==> src/rtl/wb_uart_rx_pkg.sv <==
`default_nettype none
// ============================================================================
//  Module      : wb_uart_rx_pkg
//  Description : Shared types and constants for the Wishbone UART receiver:
//                receiver FSM state encoding, register map indices and the
//                STATUS / CTRL bit positions (mirrored by firmware headers).
//  Revision    : 1.0 - initial release
// ============================================================================
package wb_uart_rx_pkg;

    // Bit-timing FSM states
    typedef enum logic [2:0] {
        ST_IDLE  = 3'd0,
        ST_START = 3'd1,
        ST_DATA  = 3'd2,
        ST_STOP  = 3'd3,
        ST_BRK   = 3'd4
    } rx_state_t;

    // Register index taken from wb_addr_i[3:2]
    localparam logic [1:0] c_REG_DATA   = 2'd0;
    localparam logic [1:0] c_REG_STATUS = 2'd1;
    localparam logic [1:0] c_REG_CTRL   = 2'd2;
    localparam logic [1:0] c_REG_RSVD   = 2'd3;

    // STATUS bit positions
    localparam int c_STAT_NEMPTY    = 0;
    localparam int c_STAT_FULL      = 1;
    localparam int c_STAT_OVERRUN   = 2;
    localparam int c_STAT_FRAME_ERR = 3;
    localparam int c_STAT_COUNT_LSB = 8;

    // CTRL bit positions
    localparam int c_CTRL_RX_EN  = 0;
    localparam int c_CTRL_IRQ_EN = 1;

    // DATA register word: valid flag in bit 31, received byte in the low byte
    function automatic logic [31:0] f_data_word(input logic valid, input logic [7:0] rx_byte);
        return {valid, 23'd0, rx_byte};
    endfunction

endpackage
`default_nettype wire

==> src/rtl/wb_uart_rx_if.sv <==
`default_nettype none
// ============================================================================
//  Module      : wb_uart_rx_if
//  Description : Wishbone classic slave bus bundle for the UART receiver,
//                with master and slave views.
//  Revision    : 1.0 - initial release
// ============================================================================
interface wb_uart_rx_if #(
    parameter int WB_DATA_WIDTH = 32,
    parameter int WB_ADDR_WIDTH = 32
);
    logic [WB_ADDR_WIDTH-1:0]   wb_addr_i;
    logic [WB_DATA_WIDTH-1:0]   wb_data_i;
    logic [WB_DATA_WIDTH/8-1:0] wb_sel_i;
    logic                       wb_we_i;
    logic                       wb_cyc_i;
    logic                       wb_stb_i;
    logic                       wb_ack_o;
    logic [WB_DATA_WIDTH-1:0]   wb_data_o;

    modport master (
        output wb_addr_i, wb_data_i, wb_sel_i, wb_we_i, wb_cyc_i, wb_stb_i,
        input  wb_ack_o, wb_data_o
    );

    modport slave (
        input  wb_addr_i, wb_data_i, wb_sel_i, wb_we_i, wb_cyc_i, wb_stb_i,
        output wb_ack_o, wb_data_o
    );
endinterface
`default_nettype wire

==> src/rtl/wb_uart_rx_sync_fifo.sv <==
`default_nettype none
// ============================================================================
//  Module      : wb_uart_rx_sync_fifo
//  Description : Single-clock FIFO with occupancy count. A pop in the same
//                cycle as a push into a full FIFO frees the slot, so the push
//                is accepted. A push into a full FIFO without a pop is dropped
//                and flagged on o_overflow for that cycle.
//  Revision    : 1.0 - initial release
// ============================================================================
module wb_uart_rx_sync_fifo #(
    parameter int WIDTH      = 8,
    parameter int DEPTH_LOG2 = 4
) (
    input  wire logic                  clk,
    input  wire logic                  rst_n,
    input  wire logic                  i_push,
    input  wire logic [WIDTH-1:0]      i_data,
    input  wire logic                  i_pop,
    output logic      [WIDTH-1:0]      o_data,
    output logic                       o_full,
    output logic                       o_empty,
    output logic      [DEPTH_LOG2:0]   o_count,
    output logic                       o_overflow
);
    localparam int                  c_DEPTH     = 1 << DEPTH_LOG2;
    localparam logic [DEPTH_LOG2:0] c_DEPTH_CNT = (DEPTH_LOG2 + 1)'(c_DEPTH);

    logic [WIDTH-1:0]      r_mem [c_DEPTH];
    logic [DEPTH_LOG2-1:0] r_wr_ptr;
    logic [DEPTH_LOG2-1:0] r_rd_ptr;
    logic [DEPTH_LOG2:0]   r_count;

    logic w_full;
    logic w_empty;
    logic w_do_pop;
    logic w_do_push;

    assign w_full     = (r_count == c_DEPTH_CNT);
    assign w_empty    = (r_count == '0);
    assign w_do_pop   = i_pop & ~w_empty;
    assign w_do_push  = i_push & (~w_full | w_do_pop);

    assign o_data     = r_mem[r_rd_ptr];
    assign o_full     = w_full;
    assign o_empty    = w_empty;
    assign o_count    = r_count;
    assign o_overflow = i_push & w_full & ~w_do_pop;

    // Storage array; written on an accepted push, never reset
    always_ff @(posedge clk) begin
        if (w_do_push) begin
            r_mem[r_wr_ptr] <= i_data;
        end
    end

    // Pointers wrap naturally at the power-of-two depth; count tracks occupancy
    always_ff @(posedge clk or negedge rst_n) begin
        if (!rst_n) begin
            r_wr_ptr <= '0;
            r_rd_ptr <= '0;
            r_count  <= '0;
        end else begin
            if (w_do_push) begin
                r_wr_ptr <= r_wr_ptr + 1'b1;
            end
            if (w_do_pop) begin
                r_rd_ptr <= r_rd_ptr + 1'b1;
            end
            case ({w_do_push, w_do_pop})
                2'b10:   r_count <= r_count + 1'b1;
                2'b01:   r_count <= r_count - 1'b1;
                default: r_count <= r_count;
            endcase
        end
    end
endmodule
`default_nettype wire

==> src/rtl/wb_uart_rx.sv <==
`default_nettype none
// ============================================================================
//  Module      : wb_uart_rx
//  Description : 8N1 UART receiver with a Wishbone slave register window.
//                Synchronises the serial line, deserialises frames with a
//                bit-timing FSM, buffers bytes in a FIFO and raises a level
//                interrupt while data is waiting and interrupts are enabled.
//  Revision    : 1.0 - initial release
// ============================================================================
module wb_uart_rx
    import wb_uart_rx_pkg::*;
#(
    parameter int WB_DATA_WIDTH   = 32,
    parameter int WB_ADDR_WIDTH   = 32,
    parameter int CLKS_PER_BIT    = 16,
    parameter int FIFO_DEPTH_LOG2 = 4
) (
    input  wire logic  clk_i,
    input  wire logic  rst_ni,
    wb_uart_rx_if.slave wb,
    input  wire logic  uart_rx_i,
    output logic       rx_irq_o
);
    localparam int                 c_CNT_W     = $clog2(CLKS_PER_BIT);
    localparam logic [c_CNT_W-1:0] c_BIT_LAST  = c_CNT_W'(CLKS_PER_BIT - 1);
    localparam logic [c_CNT_W-1:0] c_HALF_LAST = c_CNT_W'(CLKS_PER_BIT / 2 - 1);

    // ------------------------------------------------------------------
    // Serial input synchroniser and falling-edge detect
    // ------------------------------------------------------------------
    logic r_sync1;
    logic r_sync2;
    logic r_sync3;
    logic w_fall;

    assign w_fall = r_sync3 & ~r_sync2;

    // Two-flop synchroniser plus edge flop, idling high like the line
    always_ff @(posedge clk_i or negedge rst_ni) begin
        if (!rst_ni) begin
            r_sync1 <= 1'b1;
            r_sync2 <= 1'b1;
            r_sync3 <= 1'b1;
        end else begin
            r_sync1 <= uart_rx_i;
            r_sync2 <= r_sync1;
            r_sync3 <= r_sync2;
        end
    end

    // ------------------------------------------------------------------
    // Control / status registers
    // ------------------------------------------------------------------
    logic r_rx_en;
    logic r_irq_en;
    logic r_overrun;
    logic r_frame_err;

    // ------------------------------------------------------------------
    // Bit-timing FSM
    // ------------------------------------------------------------------
    rx_state_t          r_state;
    logic [c_CNT_W-1:0] r_baud_cnt;
    logic [2:0]         r_bit_idx;
    logic [7:0]         r_shift;
    logic               r_push;
    logic               r_ferr_pulse;

    // Frame deserialiser; push and frame-error pulses are registered one-cycle strobes
    always_ff @(posedge clk_i or negedge rst_ni) begin
        if (!rst_ni) begin
            r_state      <= ST_IDLE;
            r_baud_cnt   <= '0;
            r_bit_idx    <= '0;
            r_shift      <= '0;
            r_push       <= 1'b0;
            r_ferr_pulse <= 1'b0;
        end else begin
            r_push       <= 1'b0;
            r_ferr_pulse <= 1'b0;
            if (!r_rx_en) begin
                r_state    <= ST_IDLE;
                r_baud_cnt <= '0;
                r_bit_idx  <= '0;
            end else begin
                case (r_state)
                    ST_IDLE: begin
                        if (w_fall) begin
                            r_state    <= ST_START;
                            r_baud_cnt <= '0;
                            r_bit_idx  <= '0;
                        end
                    end
                    ST_START: begin
                        // Mid-bit check of the start bit; a high line means a glitch
                        if (r_baud_cnt == c_HALF_LAST) begin
                            r_baud_cnt <= '0;
                            r_state    <= r_sync2 ? ST_IDLE : ST_DATA;
                        end else begin
                            r_baud_cnt <= r_baud_cnt + 1'b1;
                        end
                    end
                    ST_DATA: begin
                        if (r_baud_cnt == c_BIT_LAST) begin
                            r_baud_cnt <= '0;
                            r_shift    <= {r_sync2, r_shift[7:1]};
                            r_bit_idx  <= r_bit_idx + 1'b1;
                            if (r_bit_idx == 3'd7) begin
                                r_state <= ST_STOP;
                            end
                        end else begin
                            r_baud_cnt <= r_baud_cnt + 1'b1;
                        end
                    end
                    ST_STOP: begin
                        if (r_baud_cnt == c_BIT_LAST) begin
                            r_baud_cnt <= '0;
                            if (r_sync2) begin
                                r_push  <= 1'b1;
                                r_state <= ST_IDLE;
                            end else begin
                                r_ferr_pulse <= 1'b1;
                                r_state      <= ST_BRK;
                            end
                        end else begin
                            r_baud_cnt <= r_baud_cnt + 1'b1;
                        end
                    end
                    ST_BRK: begin
                        // Hold off new frames until the line has returned to idle
                        if (r_sync2) begin
                            r_state <= ST_IDLE;
                        end
                    end
                    default: r_state <= ST_IDLE;
                endcase
            end
        end
    end

    // ------------------------------------------------------------------
    // Receive FIFO
    // ------------------------------------------------------------------
    logic [7:0]               w_fifo_data;
    logic                     w_fifo_full;
    logic                     w_fifo_empty;
    logic [FIFO_DEPTH_LOG2:0] w_fifo_count;
    logic                     w_fifo_ovf;
    logic                     w_pop;

    wb_uart_rx_sync_fifo #(
        .WIDTH      (8),
        .DEPTH_LOG2 (FIFO_DEPTH_LOG2)
    ) u_fifo (
        .clk        (clk_i),
        .rst_n      (rst_ni),
        .i_push     (r_push),
        .i_data     (r_shift),
        .i_pop      (w_pop),
        .o_data     (w_fifo_data),
        .o_full     (w_fifo_full),
        .o_empty    (w_fifo_empty),
        .o_count    (w_fifo_count),
        .o_overflow (w_fifo_ovf)
    );

    // ------------------------------------------------------------------
    // Wishbone decode
    // ------------------------------------------------------------------
    logic                     r_ack;
    logic [WB_DATA_WIDTH-1:0] r_rdata;
    logic [1:0]               w_reg_idx;
    logic                     w_req;
    logic                     w_rd;
    logic                     w_wr;
    logic                     w_clr_ovr;
    logic                     w_clr_ferr;
    logic [WB_DATA_WIDTH-1:0] w_status;
    logic [WB_DATA_WIDTH-1:0] w_rd_data;
    logic                     w_unused_bits;

    assign w_reg_idx  = wb.wb_addr_i[3:2];
    assign w_req      = wb.wb_cyc_i & wb.wb_stb_i & ~r_ack;
    assign w_rd       = w_req & ~wb.wb_we_i;
    assign w_wr       = w_req &  wb.wb_we_i;
    assign w_pop      = w_rd & (w_reg_idx == c_REG_DATA) & ~w_fifo_empty;
    assign w_clr_ovr  = w_wr & (w_reg_idx == c_REG_STATUS) & wb.wb_data_i[c_STAT_OVERRUN];
    assign w_clr_ferr = w_wr & (w_reg_idx == c_REG_STATUS) & wb.wb_data_i[c_STAT_FRAME_ERR];

    assign w_unused_bits = ^{wb.wb_sel_i, wb.wb_data_i[WB_DATA_WIDTH-1:4],
                             wb.wb_addr_i[WB_ADDR_WIDTH-1:4], wb.wb_addr_i[1:0]};

    // STATUS word assembly
    always_comb begin
        w_status                                            = '0;
        w_status[c_STAT_NEMPTY]                             = ~w_fifo_empty;
        w_status[c_STAT_FULL]                               = w_fifo_full;
        w_status[c_STAT_OVERRUN]                            = r_overrun;
        w_status[c_STAT_FRAME_ERR]                          = r_frame_err;
        w_status[c_STAT_COUNT_LSB +: FIFO_DEPTH_LOG2 + 1]   = w_fifo_count;
    end

    // Read mux; empty DATA reads return zero with the valid flag clear
    always_comb begin
        w_rd_data = '0;
        case (w_reg_idx)
            c_REG_DATA:   w_rd_data = w_fifo_empty ? '0 : f_data_word(1'b1, w_fifo_data);
            c_REG_STATUS: w_rd_data = w_status;
            c_REG_CTRL: begin
                w_rd_data[c_CTRL_RX_EN]  = r_rx_en;
                w_rd_data[c_CTRL_IRQ_EN] = r_irq_en;
            end
            default:      w_rd_data = '0;
        endcase
    end

    // Single-cycle ack, registered read data and CTRL writes
    always_ff @(posedge clk_i or negedge rst_ni) begin
        if (!rst_ni) begin
            r_ack    <= 1'b0;
            r_rdata  <= '0;
            r_rx_en  <= 1'b1;
            r_irq_en <= 1'b0;
        end else begin
            r_ack <= w_req;
            if (w_rd) begin
                r_rdata <= w_rd_data;
            end
            if (w_wr && (w_reg_idx == c_REG_CTRL)) begin
                r_rx_en  <= wb.wb_data_i[c_CTRL_RX_EN];
                r_irq_en <= wb.wb_data_i[c_CTRL_IRQ_EN];
            end
        end
    end

    // Sticky error bits; a set in the same cycle as a clear wins
    always_ff @(posedge clk_i or negedge rst_ni) begin
        if (!rst_ni) begin
            r_overrun   <= 1'b0;
            r_frame_err <= 1'b0;
        end else begin
            r_overrun   <= w_fifo_ovf   | (r_overrun   & ~w_clr_ovr);
            r_frame_err <= r_ferr_pulse | (r_frame_err & ~w_clr_ferr);
        end
    end

    // Level interrupt, one cycle behind the FIFO state
    always_ff @(posedge clk_i or negedge rst_ni) begin
        if (!rst_ni) begin
            rx_irq_o <= 1'b0;
        end else begin
            rx_irq_o <= r_irq_en & ~w_fifo_empty;
        end
    end

    assign wb.wb_ack_o  = r_ack;
    assign wb.wb_data_o = r_rdata;
endmodule
`default_nettype wire
==> src/flat_wrapper.sv <==
// flat-port wrapper written by rule: the top's interface ports become plain ports
module wb_uart_rx_flat import wb_uart_rx_pkg::*;
#(
    parameter int WB_DATA_WIDTH   = 32,
    parameter int WB_ADDR_WIDTH   = 32,
    parameter int CLKS_PER_BIT    = 16,
    parameter int FIFO_DEPTH_LOG2 = 4
)
  (clk_i, rst_ni, uart_rx_i, rx_irq_o, wb_wb_addr_i, wb_wb_data_i, wb_wb_sel_i, wb_wb_we_i, wb_wb_cyc_i, wb_wb_stb_i, wb_wb_ack_o, wb_wb_data_o);
  wb_uart_rx_if #(.WB_DATA_WIDTH(WB_DATA_WIDTH), .WB_ADDR_WIDTH(WB_ADDR_WIDTH)) wb_i ();
  input  wire logic clk_i;
  input  wire logic rst_ni;
  input  wire logic uart_rx_i;
  output logic rx_irq_o;
  input wire logic [$bits(wb_i.wb_addr_i)-1:0] wb_wb_addr_i;
  input wire logic [$bits(wb_i.wb_data_i)-1:0] wb_wb_data_i;
  input wire logic [$bits(wb_i.wb_sel_i)-1:0] wb_wb_sel_i;
  input wire logic [$bits(wb_i.wb_we_i)-1:0] wb_wb_we_i;
  input wire logic [$bits(wb_i.wb_cyc_i)-1:0] wb_wb_cyc_i;
  input wire logic [$bits(wb_i.wb_stb_i)-1:0] wb_wb_stb_i;
  output wire logic [$bits(wb_i.wb_ack_o)-1:0] wb_wb_ack_o;
  output wire logic [$bits(wb_i.wb_data_o)-1:0] wb_wb_data_o;
  assign wb_i.wb_addr_i = wb_wb_addr_i;
  assign wb_i.wb_data_i = wb_wb_data_i;
  assign wb_i.wb_sel_i = wb_wb_sel_i;
  assign wb_i.wb_we_i = wb_wb_we_i;
  assign wb_i.wb_cyc_i = wb_wb_cyc_i;
  assign wb_i.wb_stb_i = wb_wb_stb_i;
  assign wb_wb_ack_o = wb_i.wb_ack_o;
  assign wb_wb_data_o = wb_i.wb_data_o;
  wb_uart_rx #(.WB_DATA_WIDTH(WB_DATA_WIDTH), .WB_ADDR_WIDTH(WB_ADDR_WIDTH), .CLKS_PER_BIT(CLKS_PER_BIT), .FIFO_DEPTH_LOG2(FIFO_DEPTH_LOG2)) u_core (.clk_i(clk_i), .rst_ni(rst_ni), .wb(wb_i), .uart_rx_i(uart_rx_i), .rx_irq_o(rx_irq_o));
endmodule
==> config.mk <==
export PLATFORM = sky130hd
export DESIGN_NAME = wb_uart_rx_flat
export DESIGN_NICKNAME = d
export VERILOG_FILES = /design/src/rtl/wb_uart_rx_pkg.sv /design/src/rtl/wb_uart_rx_if.sv /design/src/rtl/wb_uart_rx_sync_fifo.sv /design/src/rtl/wb_uart_rx.sv /design/src/flat_wrapper.sv
export SDC_FILE = /design/constraint.sdc
export NUM_CORES = 1
export LEC_CHECK = 0
export CORE_MARGIN = 3
export CORE_UTILIZATION = 55
export DETAILED_ROUTE_END_ITERATION = 10
export PLACE_DENSITY_LB_ADDON = 0.2
export SLEW_MARGIN = 5
export SYNTH_ARGS = -nofsm -noshare
export SYNTH_HDL_FRONTEND = slang
export SYNTH_SLANG_ARGS = --single-unit
export TNS_END_PERCENT = 50
==> constraint.sdc <==
create_clock -name clk_i -period 3.1 [get_ports clk_i]
set_input_delay 0.465 -clock clk_i [delete_from_list [all_inputs] [get_ports clk_i]]
set_output_delay 0.465 -clock clk_i [all_outputs]
set_load 0.005 [all_outputs]
==> flow_metrics.tcl <==
set metrics [dict create \
    final.min_clock_period_ns 2.755 \
    cts_resized 0 \
    antenna_found_initial 0 \
    die_width_um 124.6 \
    post-route-drc-count 0 \
    synth_top_cell_by_area "sky130_fd_sc_hd__edfxtp_1" \
    tritoncts "done" \
    synth.ff_latch_count 184 \
    critical-path-top-cell-by-count "sky130_fd_sc_hd__ha_1" \
    power.density_nw_per_um2 638.2 \
    h-tree-depth 4 \
    layoutNonFillerInstCount 722 \
    critical_path.max_stage_delay_ns 0.65 \
    slowest_cell_on_the_critical_path "sky130_fd_sc_hd__or4_4" \
    clock-skew-final_ns 0.007803 \
    most_used_flip_flop_cell_after_synthesis "sky130_fd_sc_hd__edfxtp_1" \
    post-synth-top-area-fraction 0.4967 \
    leakagePower_nw 3.637 \
    drt_iter0_drc 331 \
    syn2layout_area_growth_pct 14.79 \
    number_of_buffers_inserted_by_post_cts_setup_repair 0 \
    max_freq_mhz 363.0 \
    max-cap-violations 0 \
    syn_avg_cell_area_um2 15.92 \
    synth-edff-count 128 \
    critPathTopFamily "simple AND/OR/NAND/NOR gates" \
    dp_hpwl_um 9353 \
    vias 4152 \
    reg2reg_depth 10 \
    starting_density_of_the_core 0.5730 \
    slew_headroom 0.5216 \
    report.final.setup_viol 0 \
    synthMostInstantiatedCell "sky130_fd_sc_hd__edfxtp_1" \
    floorplan.rows 42 \
    path_clk_slew_ns 0.06 \
    wirelength_um 14220 \
    path_class "flip-flop to flip-flop" \
    report.power.total_mw 5.670 \
    grt_start_max_net_pins 35 \
    fill_cells 913 \
    critical_path_buf_inv_count 0 \
    synth_common_cells "sky130_fd_sc_hd__edfxtp_1, sky130_fd_sc_hd__dfrtp_1, sky130_fd_sc_hd__nand2_1" \
    first_global_vias 4306 \
    max_slew_violation_count 0 \
    num_antenna_cells 0 \
    cts_max_path_buffers 2 \
    syn-instance-count 486 \
    utilization_after_layout 0.6578 \
    viasPerCell 5.751 \
    i_o_pin_total 108 \
    synth-seq-area-share 0.6784 \
    length_of_the_first_detailed_routing_pass_in_iterations 4 \
    crit_path_end_kind "flip-flop" \
    grt_first_pass_wirelength_um 23580 \
    place.gp.congestion 0.8228 \
    dp_cells 690 \
    coreArea_um2 13510 \
    start_kind "flip-flop" \
    tns_ns 0 \
    synth_area_leaders "sky130_fd_sc_hd__edfxtp_1, sky130_fd_sc_hd__dfrtp_1, sky130_fd_sc_hd__mux4_2" \
    wp_data_required_ns 3.45 \
    fin_hold_ws_ns 0.04342 \
    cts.sinks 184 \
    timing.final.hold_violations 0 \
    synth-async-reset-ratio 0.3043 \
    fin_nets 618 \
    tritoncts.num_buffers 17 \
    grt_setup_unrepaired "no" \
    clk_root_buffer_cell "sky130_fd_sc_hd__clkbuf_16" \
    wire_per_inst_um 19.69 \
    worst-path-max-fanout 9 \
    grt_residual_overflow 0 \
    layout_worst_path_cycle_share 0.8887 \
    outcome "complete, no violations" \
    synth_cell_type_count 58 \
    postRouteAntennaNets 0 \
    design.die.area_um2 15530 \
    endpoint_of_the_worst_register_to_register_path "u_core.u_fifo.o_count[4]$_DFFE_PN0P_" \
    tightest_slew_ns 0.7176 \
    cp_cell_sequence "or4_4 > a211o_4 > nand2_4 > ha_1 > xor2_1 > ha_1 > and3b_1 > o21ai_0 > a21oi_1 > xnor2_1" \
    ir_drop_mv 0.3607 \
    timing.critical_path.arrival_ns 3.11 \
    post_route_cells_drive_above_1_share 0.1996 \
    die_h_um 124.6 \
    worst-path-stages 10 \
    port_buffers 27 \
    track_usage 0.1984 \
    crit-reg2reg-launch "u_core.u_fifo.o_count[1]$_DFFE_PN0P_" \
    hold_fix_buffers_cts 0 \
    clock_latency_ns 0.43 \
    ys_warn_count 0 \
    mappedNetlistArea_um2 7739 \
    holdCritPathClass "primary input to async pin" \
    r2r_slack_ns 0.34 \
]
[final cells by class]
type,instances,area (um2),share of cell area
Multi-Input combinational cell,269,2282,0.2569
Clock buffer,20,446.7,0.05028
Inverter,7,26.28,0.002958
Tap cell,176,220.2,0.02479
Timing Repair Buffer,54,493.0,0.05549
Sequential cell,184,5251,0.5911
Clock inverter,12,163.9,0.01845
[how the worst max path moves through the flow]
stage                                         start                                   end
2_1_floorplan  u_core.u_fifo.o_count[1]$_DFFE_PN0P_  u_core.u_fifo.o_count[4]$_DFFE_PN0P_
3_3_place_gp                            wb_wb_cyc_i  u_core.u_fifo.o_count[4]$_DFFE_PN0P_
3_5_place_dp                            wb_wb_cyc_i  u_core.u_fifo.o_count[2]$_DFFE_PN0P_
4_1_cts        u_core.u_fifo.o_count[1]$_DFFE_PN0P_  u_core.u_fifo.o_count[4]$_DFFE_PN0P_
5_1_grt        u_core.u_fifo.o_count[1]$_DFFE_PN0P_  u_core.u_fifo.o_count[4]$_DFFE_PN0P_
6_report       u_core.u_fifo.o_count[1]$_DFFE_PN0P_  u_core.u_fifo.o_count[4]$_DFFE_PN0P_
[layout by cell type, fill, tap and decap left out, drive strengths merged, types with 11 or more instances in the layout]
cell type,netlist,routed
clkbuf,12,20
mux4,32,32
nand2,52,52
ha,11,11
nand3,17,17
buf,31,28
inv,7,11
clkdlybuf4s50,0,26
nor2,22,22
conb,1,18
dfrtp,52,52
mux2i,17,17
edfxtp,128,128
[where the power goes]
part | switching (mW) | internal [mW]
combinational | 0.273 | 0.321
sequential | 0.187 | 2.68
clock | 0.908 | 1.30
total | 1.37 | 4.30
[metal layers]
| layer | part of all wire | track usage |
|---|---|---|
| met4 | 0.025 | 0.09026 |
| met2 | 0.50 | 0.3130 |
| met1 | 0.43 | 0.2706 |
| met3 | 0.042 | 0.03859 |
| met5 | 0 | 0 |
[registers in the layout (all words and copies together), names as in the netlist, 3 cells and up]
| signal | cells |
|---|---|
| u_core.u_fifo.r_rd_ptr | 4 |
| u_core.r_bit_idx | 3 |
| u_core.u_fifo.r_mem | 128 |
| u_core.u_fifo.o_count | 5 |
| u_core.r_state | 3 |
| u_core.r_shift | 8 |
| u_core.wb.wb_data_o | 14 |
| u_core.r_baud_cnt | 4 |
| u_core.u_fifo.r_wr_ptr | 4 |
[cells by family after synthesis]
logic type / share of synthesized area
xor gates and xnor gates: 0.01585
muxes: 0.1224
adders and majority gates: 0.01778
AOI/OAI and AO/OA: 0.04964
DFF: 0.6784
other: 0.0004846
and+or+nand+nor: 0.07971
buffers and inverters: 0.03573
[worst register-to-register path: stages (launching register included)]
cell and delay, ns:
sky130_fd_sc_hd__dfrtp_1 0.47, sky130_fd_sc_hd__or4_4 0.65, sky130_fd_sc_hd__a211o_4 0.34, sky130_fd_sc_hd__nand2_4 0.11, sky130_fd_sc_hd__ha_1 0.18, sky130_fd_sc_hd__xor2_1 0.16, sky130_fd_sc_hd__ha_1 0.21, sky130_fd_sc_hd__and3b_1 0.16
sky130_fd_sc_hd__o21ai_0 0.08, sky130_fd_sc_hd__a21oi_1 0.19, sky130_fd_sc_hd__xnor2_1 0.13
[through the flow]
step	area [um2]	worst slack (ns)
2_1_floorplan	7802	0.3373
3_3_place_gp	8273	0.09045
3_5_place_dp	8273	0.06295
4_1_cts	8884	0.3305
5_1_grt	8884	0.1387
6_report	8884	0.3450
(Power assumes the default switching activity.)
